[config.mk]
export PLATFORM = sky130hd
export DESIGN_NAME = serial_101_framer
export DESIGN_NICKNAME = d
export VERILOG_FILES = /design/src/rtl/serial_101_framer.sv
export SDC_FILE = /design/constraint.sdc
export NUM_CORES = 1
export LEC_CHECK = 0
export BUFFER_PORTS_ARGS = -buffer_cell sky130_fd_sc_hd__buf_4
export CAP_MARGIN = 20
export CORE_MARGIN = 8
export CORE_UTILIZATION = 55
export CTS_CLUSTER_SIZE = 40
export DETAILED_ROUTE_END_ITERATION = 7
export PLACE_DENSITY = 0.77
export SLEW_MARGIN = 10
export SYNTH_ARGS = -nofsm -noshare
export SYNTH_HDL_FRONTEND = slang
export SYNTH_SLANG_ARGS = --single-unit
export TNS_END_PERCENT = 100
[constraint.sdc]
create_clock -name clk -period 2 [get_ports clk]
set_clock_uncertainty 0.15 [all_clocks]
set_input_delay 0.3 -clock clk [delete_from_list [all_inputs] [get_ports clk]]
set_output_delay 0.3 -clock clk [all_outputs]
set_load 0.01 [all_outputs]
[src/rtl/serial_101_framer.sv]
// Serial "101"-delimited frame transmitter: accepts a parallel word over
// valid/ready, sends a 1-0-1 preamble, the zero-stuffed payload LSB first,
// then a run of idle zeros so the pattern 1-0-1 marks only frame starts.
module serial_101_framer #(
  parameter int unsigned DATA_W = 8,
  parameter int unsigned GAP    = 2
) (
  input  logic              clk,
  input  logic              reset,
  input  logic [DATA_W-1:0] data_in,
  input  logic              valid,
  output logic              ready,
  output logic              tx,
  output logic              busy,
  output logic              frame_done
);

  localparam int unsigned IDX_W = (DATA_W > 1) ? $clog2(DATA_W) : 1;
  localparam int unsigned GAP_W = $clog2(GAP + 1);
  localparam logic [IDX_W-1:0] LAST_IDX = IDX_W'(DATA_W - 1);
  localparam logic [GAP_W-1:0] LAST_GAP = GAP_W'(GAP - 1);

  typedef enum logic [2:0] {
    S_IDLE  = 3'd0,
    S_PRE   = 3'd1,
    S_DATA  = 3'd2,
    S_STUFF = 3'd3,
    S_GAP   = 3'd4
  } state_t;

  state_t              state_q, state_n;
  logic [DATA_W-1:0]   sh_q, sh_n;
  logic [IDX_W-1:0]    idx_q, idx_n;
  logic [GAP_W-1:0]    gap_q, gap_n;
  logic [1:0]          pre_q, pre_n;
  logic                prev_q, prev_n;
  logic                tx_n, ready_n, busy_n, frame_done_n;
  logic                stuff_c;

  // Last two emitted bits are 1 then 0: the next bit must be a stuffed 0.
  assign stuff_c = prev_q && !tx;

  // State, datapath and registered outputs.
  always_ff @(posedge clk) begin
    if (reset) begin
      state_q    <= S_IDLE;
      sh_q       <= '0;
      idx_q      <= '0;
      gap_q      <= '0;
      pre_q      <= '0;
      prev_q     <= 1'b0;
      tx         <= 1'b0;
      ready      <= 1'b1;
      busy       <= 1'b0;
      frame_done <= 1'b0;
    end else begin
      state_q    <= state_n;
      sh_q       <= sh_n;
      idx_q      <= idx_n;
      gap_q      <= gap_n;
      pre_q      <= pre_n;
      prev_q     <= prev_n;
      tx         <= tx_n;
      ready      <= ready_n;
      busy       <= busy_n;
      frame_done <= frame_done_n;
    end
  end

  // Next state and next value of every registered output.
  always_comb begin
    state_n      = state_q;
    sh_n         = sh_q;
    idx_n        = idx_q;
    gap_n        = gap_q;
    pre_n        = pre_q;
    prev_n       = tx;
    tx_n         = 1'b0;
    frame_done_n = 1'b0;

    case (state_q)
      S_IDLE: begin
        if (valid) begin
          state_n = S_PRE;
          sh_n    = data_in;
          pre_n   = 2'd0;
          tx_n    = 1'b1;
        end
      end

      S_PRE: begin
        if (pre_q == 2'd0) begin
          pre_n = 2'd1;
          tx_n  = 1'b0;
        end else if (pre_q == 2'd1) begin
          pre_n = 2'd2;
          tx_n  = 1'b1;
        end else begin
          state_n = S_DATA;
          idx_n   = '0;
          tx_n    = sh_q[0];
          sh_n    = sh_q >> 1;
        end
      end

      S_DATA: begin
        if (stuff_c) begin
          state_n = S_STUFF;
          tx_n    = 1'b0;
        end else if (idx_q == LAST_IDX) begin
          state_n = S_GAP;
          gap_n   = '0;
        end else begin
          idx_n = idx_q + IDX_W'(1);
          tx_n  = sh_q[0];
          sh_n  = sh_q >> 1;
        end
      end

      // A stuffed 0 leaves history 0,0, so the next step never stuffs again.
      S_STUFF: begin
        if (idx_q == LAST_IDX) begin
          state_n = S_GAP;
          gap_n   = '0;
        end else begin
          state_n = S_DATA;
          idx_n   = idx_q + IDX_W'(1);
          tx_n    = sh_q[0];
          sh_n    = sh_q >> 1;
        end
      end

      S_GAP: begin
        if (gap_q == LAST_GAP) begin
          state_n      = S_IDLE;
          frame_done_n = 1'b1;
        end else begin
          gap_n = gap_q + GAP_W'(1);
        end
      end

      default: state_n = S_IDLE;
    endcase

    ready_n = (state_n == S_IDLE);
    busy_n  = (state_n != S_IDLE);
  end

endmodule

Yosys cells after proc, flatten, opt, wreduce, memory -nomap -nowiden --
Cells that the tools add are included.
Word-level totals: register bits after elaboration 23, input bits 11, word-level logic and storage cells 75
Operators by class: add/sub/neg operators 2, equality and inequality tests 13, multiplexer cells 34, bitwise logic cells 1, reduce and logical (&&, ||, !) cells 15
Operator list (count):
- 8-bit 2-to-1 mux | 5
- 3-bit 2-to-1 mux | 11
- 8-bit one-hot mux with 4 select lines | 1
- 3-bit one-hot mux with 5 select lines | 1
- 2-bit 2-to-1 mux | 6
- 2-bit inequality test (second input constant) | 5
- 3-bit one-hot mux with 3 select lines | 1
- 3-bit nonzero test | 3
- 3-bit by 2-bit equality test with 1-bit output (second input constant) | 2
- 3-bit equality test (second input constant) | 2
- 3-bit zero test | 2
- 1-bit 2-to-1 mux | 6
- 2-bit one-hot mux with 3 select lines | 1
- 3-bit AND reduction | 2
- 5-bit AND reduction | 1
- 2-bit by 1-bit equality test with 1-bit output (second input constant) | 2
- 1-bit one-hot mux with 4 select lines | 1
- 2-bit one-hot mux with 2 select lines | 1
- 4-bit AND reduction | 1
- 4-bit nonzero test | 1
- 3-bit by 1-bit adder with 3-bit output (second input constant) | 1
- 3-bit by 1-bit equality test with 1-bit output (second input constant) | 1
- 3-bit inequality test (second input constant) | 1
- 2-bit by 1-bit adder with 2-bit output (second input constant) | 1
- 6 further kinds | 6

Depth between registers and ports, before layout --
depth in word-level cells 5, depth in mapped cells 7, depth with buffers taken out 6

Worst setup path after synthesis --
Ideal clock, no wire load.
path type reg-to-reg, start register idx_q[0], end register sh_q[5], library setup time 0.080 ns, arrival time 1.482 ns, path slack 0.288 ns, stages on the path, launching flop included 8, period minus slack after synthesis 1.712 ns, cell sequence dfxtp_1 ha_1 ha_1 nor2b_1 a32o_2 buf_6 nor2_1 a211oi_2
Between the ends: longest elaborated chain between the ends 4
Ends and longest elaborated chain:
- from (decl) | line 33 | logic [IDX_W-1:0] idx_q, idx_n;
- from (signal assigned) | line 59 | idx_q <= idx_n;
- 3-bit equality test * | line 110, 122
- 8-bit 2-to-1 mux *
- 8-bit 2-to-1 mux
- 8-bit one-hot mux with 4 select lines *
- to (signal assigned) | line 58 | sh_q <= sh_n;
- to (decl) | line 32 | logic [DATA_W-1:0] sh_q, sh_n;
Mark *: on every way between the ends. The rest lies on a longest branch, timed or not. The select of a mux whose other input is x is not followed. A chain may end at the register's enable or synchronous reset.

Final worst setup path --
start register idx_q[0], end register sh_q[4]
The elaborated chain is that of the path after synthesis.

==> key figures <==
Run status
  – Outcome: finished, final reports clean

Global routing
  – Total track usage: 12.9%
  – Vias in the first global route: 844
  – Pin count of the biggest net entering global routing: 26
  – Grt ovf: 0
  – Initial antenna violation count: 0
  – Global-route wire length before repair: 3680 um

Clock tree
  – Clock Latency Late Sink: 0.30 ns
  – Clk slew on worst S/H paths: 0.12 ns
  – CTS tree: done
  – # hold bufs at CTS: 0
  – Clock Sinks: 23
  – H-tree Lvls: 1
  – Cts bufs inserted: 3
  – CTS Root Cell: clkbuf_4
  – Clock Path Buffers: 2

Synthesis
  – Most common flop cell mapped by yosys: dfxtp_1
  – Synth top area cells: dfxtp_1 (41%), mux2i_1 (8.0%), a211oi_2 (7.7%)
  – EDFF count, synth: 0
  – Cells after Synth: 122
  – Syn_nets: 136
  – Synth Register Bits: 23
  – Sequential-to-total area share from yosys stat: 40.7%
  – Top cell type's share of synthesized area: 40.7%
  – Distinct cells, synth: 35
  – Cell taking the most area after synthesis: dfxtp_1
  – Post-Syn Area: 1130 um2
  – Yosys warnings: 0
  – Fraction of registers with async set/reset: 0%
  – Synth Area per Inst: 9.27 um2

Power
  – Leak: 0.543 nW
  – Pwr dens: 663 nW/um2
  – VDD IR max: 0.454 mV
  – Total Power: 862 uW

Detailed routing
  – Antenna Violating Nets Remaining: 0
  – Via density: 5.39
  – Routed WL per cell: 13.3 um
  – Via count: 884
  – Routed WL: 2180 um
  – DRC viols: 0
  – First drt pass iteration count: 4
  – 1st-iter DRT viols: 9

Critical path
  – Worst path required time: 2.08 ns
  – CP max stage delay: 0.36 ns
  – CP arrival: 1.94 ns
  – Most frequent CP cell: ha_1
  – Worst setup SP type: flip-flop
  – CP Max Fanout: 16
  – R2R Path Start: idx_q[0]
  – R2R cell count: 6
  – Crit Path Class: reg -> reg
  – FF-to-FF End: sh_q[4]
  – Slack of the worst reg-to-reg path: 0.13 ns
  – Cell chain of the critical path: ha_1 -> ha_1 -> nor2b_1 -> a32o_4 -> nor2_1 -> a211oi_2
  – Slowest cell on the critical path: a32o_4
  – Worst setup EP type: flip-flop

Timing
  – Fmax: 536 MHz
  – RSZ-0062 raised after global routing: no
  – Worst-Margin Slew: 0.526 ns
  – Slew Viols, Final: 0
  – Final hold violations: 0
  – Tmin final: 1.87 ns
  – Max_slew headroom: 64.9%
  – Sum Neg Setup Slack: 0 ns
  – Setup violations, final: 0
  – Part of the cycle the worst path needs: 93.3%

Hold path
  – Worst min path class: in -> reg
  – HP Start: data_in[7]
  – Hold EP: sh_q[7]
  – WHS Path Cells: 3

Cells and area
  – Final instance area: 1300 um2
  – Antenna diode count: 0
  – Area grow syn2layout: 14.9%
  – Nets: 152
  – Share of post-route cells with drive strength above 1: 24.1%

Placement
  – Port Buffers: 14
  – RePlAce Congestion: 0.789
  – HPWL Detailed: 1600 um
  – Area post-placement: 1250 um2

Die
  – Die area: 3760 um2
  – Initial Utilization: 58.2%
  – Core Area: 1940 um2
  – I/O Pins: 15
  – Die W: 61.4 um
  – Die height: 61.4 um
  – Core Rows: 16

Run
  – Max_cap viols: 0
per-stage QoR:
step	hold WS, ns	setup slack, ns	util [%]	std cells
2_1_floorplan	0.240	0.288	-	122
6_report	0.125	0.135	66.9	164
4_1_cts	0.116	0.0252	65.7	162
3_3_place_gp	0.320	0.168	64.3	158
5_1_grt	0.113	0.0205	66.9	164
3_5_place_dp	0.324	0.0436	64.3	158
cell families after synthesis:
kind of cell             count (synthesis)  synth area share [%]
buffers and inverters                   12                  4.87
AO/OA/AOI/OAI                           28                  20.6
AND/OR/NAND/NOR                         46                  21.6
multiplexers                            10                  8.96
adder cells (fa/ha/maj)                  3                  3.32
flip-flops                              23                  40.7
cells in the final DEF (no fill, tap or decap), drive strengths merged:
cell and n:
or3 1, nor2 17, buf 18, a211oi 8, o22a 1, a21o 1, a21oi 3, a21bo 1
or2 1, nand2 5, ha 3, nand2b 6, and4b 1, mux2i 9, nand3 1, mux2 1
a32o 1, a22oi 3, inv 5, nand3b 2, clkbuf 4, or3b 1, a41oi 1, nor2b 4
a221oi 1, o22ai 1, nor3 4, dfxtp 23, o21ai 7, nor4b 2, nor3b 1
critical path, delay by kind of cell (launching register included):
kind | cells | cell delay, ns
AND/OR/NAND/NOR | 2 | 0.30
AO/OA/AOI/OAI | 2 | 0.55
flip-flops | 1 | 0.34
adder cells (fa/ha/maj) | 2 | 0.45
routing by layer:
metal	vias to the layer above	track usage, %	part of all wire, %
met4	0	3.90	0.60
met2	7	20.7	47
met5	-	0	0
met1	408	16.4	50
met3	2	3.34	2.3
li1	467	-	-
registers in the layout (all words and copies together), names as in the netlist:
signal,count
sh_q,8
idx_q,3
state_q,3
gap_q,2
pre_q,2
busy,1
frame_done,1
prev_q,1
ready,1
tx,1
what timing repair did:
item	in CTS	in global routing
resized for setup	0	1
endpoints found under the setup margin	0	8
endpoints found under the hold margin	0	0
buffers inserted	0	2
worst max-delay path by stage:
stage	startpoint	endpoint	slack [ns]	cells after the start
global placement	idx_q[0]	sh_q[2]	0.17	6
global route	idx_q[0]	sh_q[0]	0.02	6
floorplan	idx_q[0]	sh_q[5]	0.29	7
detailed placement	idx_q[0]	sh_q[4]	0.04	6
finish	idx_q[0]	sh_q[4]	0.13	6
CTS	idx_q[0]	sh_q[4]	0.03	6
cell type report:
type / count / area, um2
timing repair buffer: 18 / 135
fill: 177 / 642
inverter: 5 / 18.8
tap: 27 / 33.8
clock buffer: 4 / 26.3
multi-input combinational: 87 / 626
sequential: 23 / 460
cell usage after synthesis, types with 2 or more instances:
cell type   n
nor3_1      4
nor2b_1     4
a21oi_1     3
dfxtp_1    23
o21ai_0     6
mux2i_1     9
a22oi_1     3
nand3b_1    2
nor2_1     17
ha_1        3
inv_1       5
nand2b_1    6
nor4b_1     2
buf_2       2
nand2_1     5
a211oi_2    7
clkbuf_1    3
report_power, final:
group          internal (mW)  switching, mW
logic                 0.0791         0.0774
clock network         0.0776          0.126
registers              0.484         0.0180
total                  0.641          0.222
(Power assumes the default switching activity.)
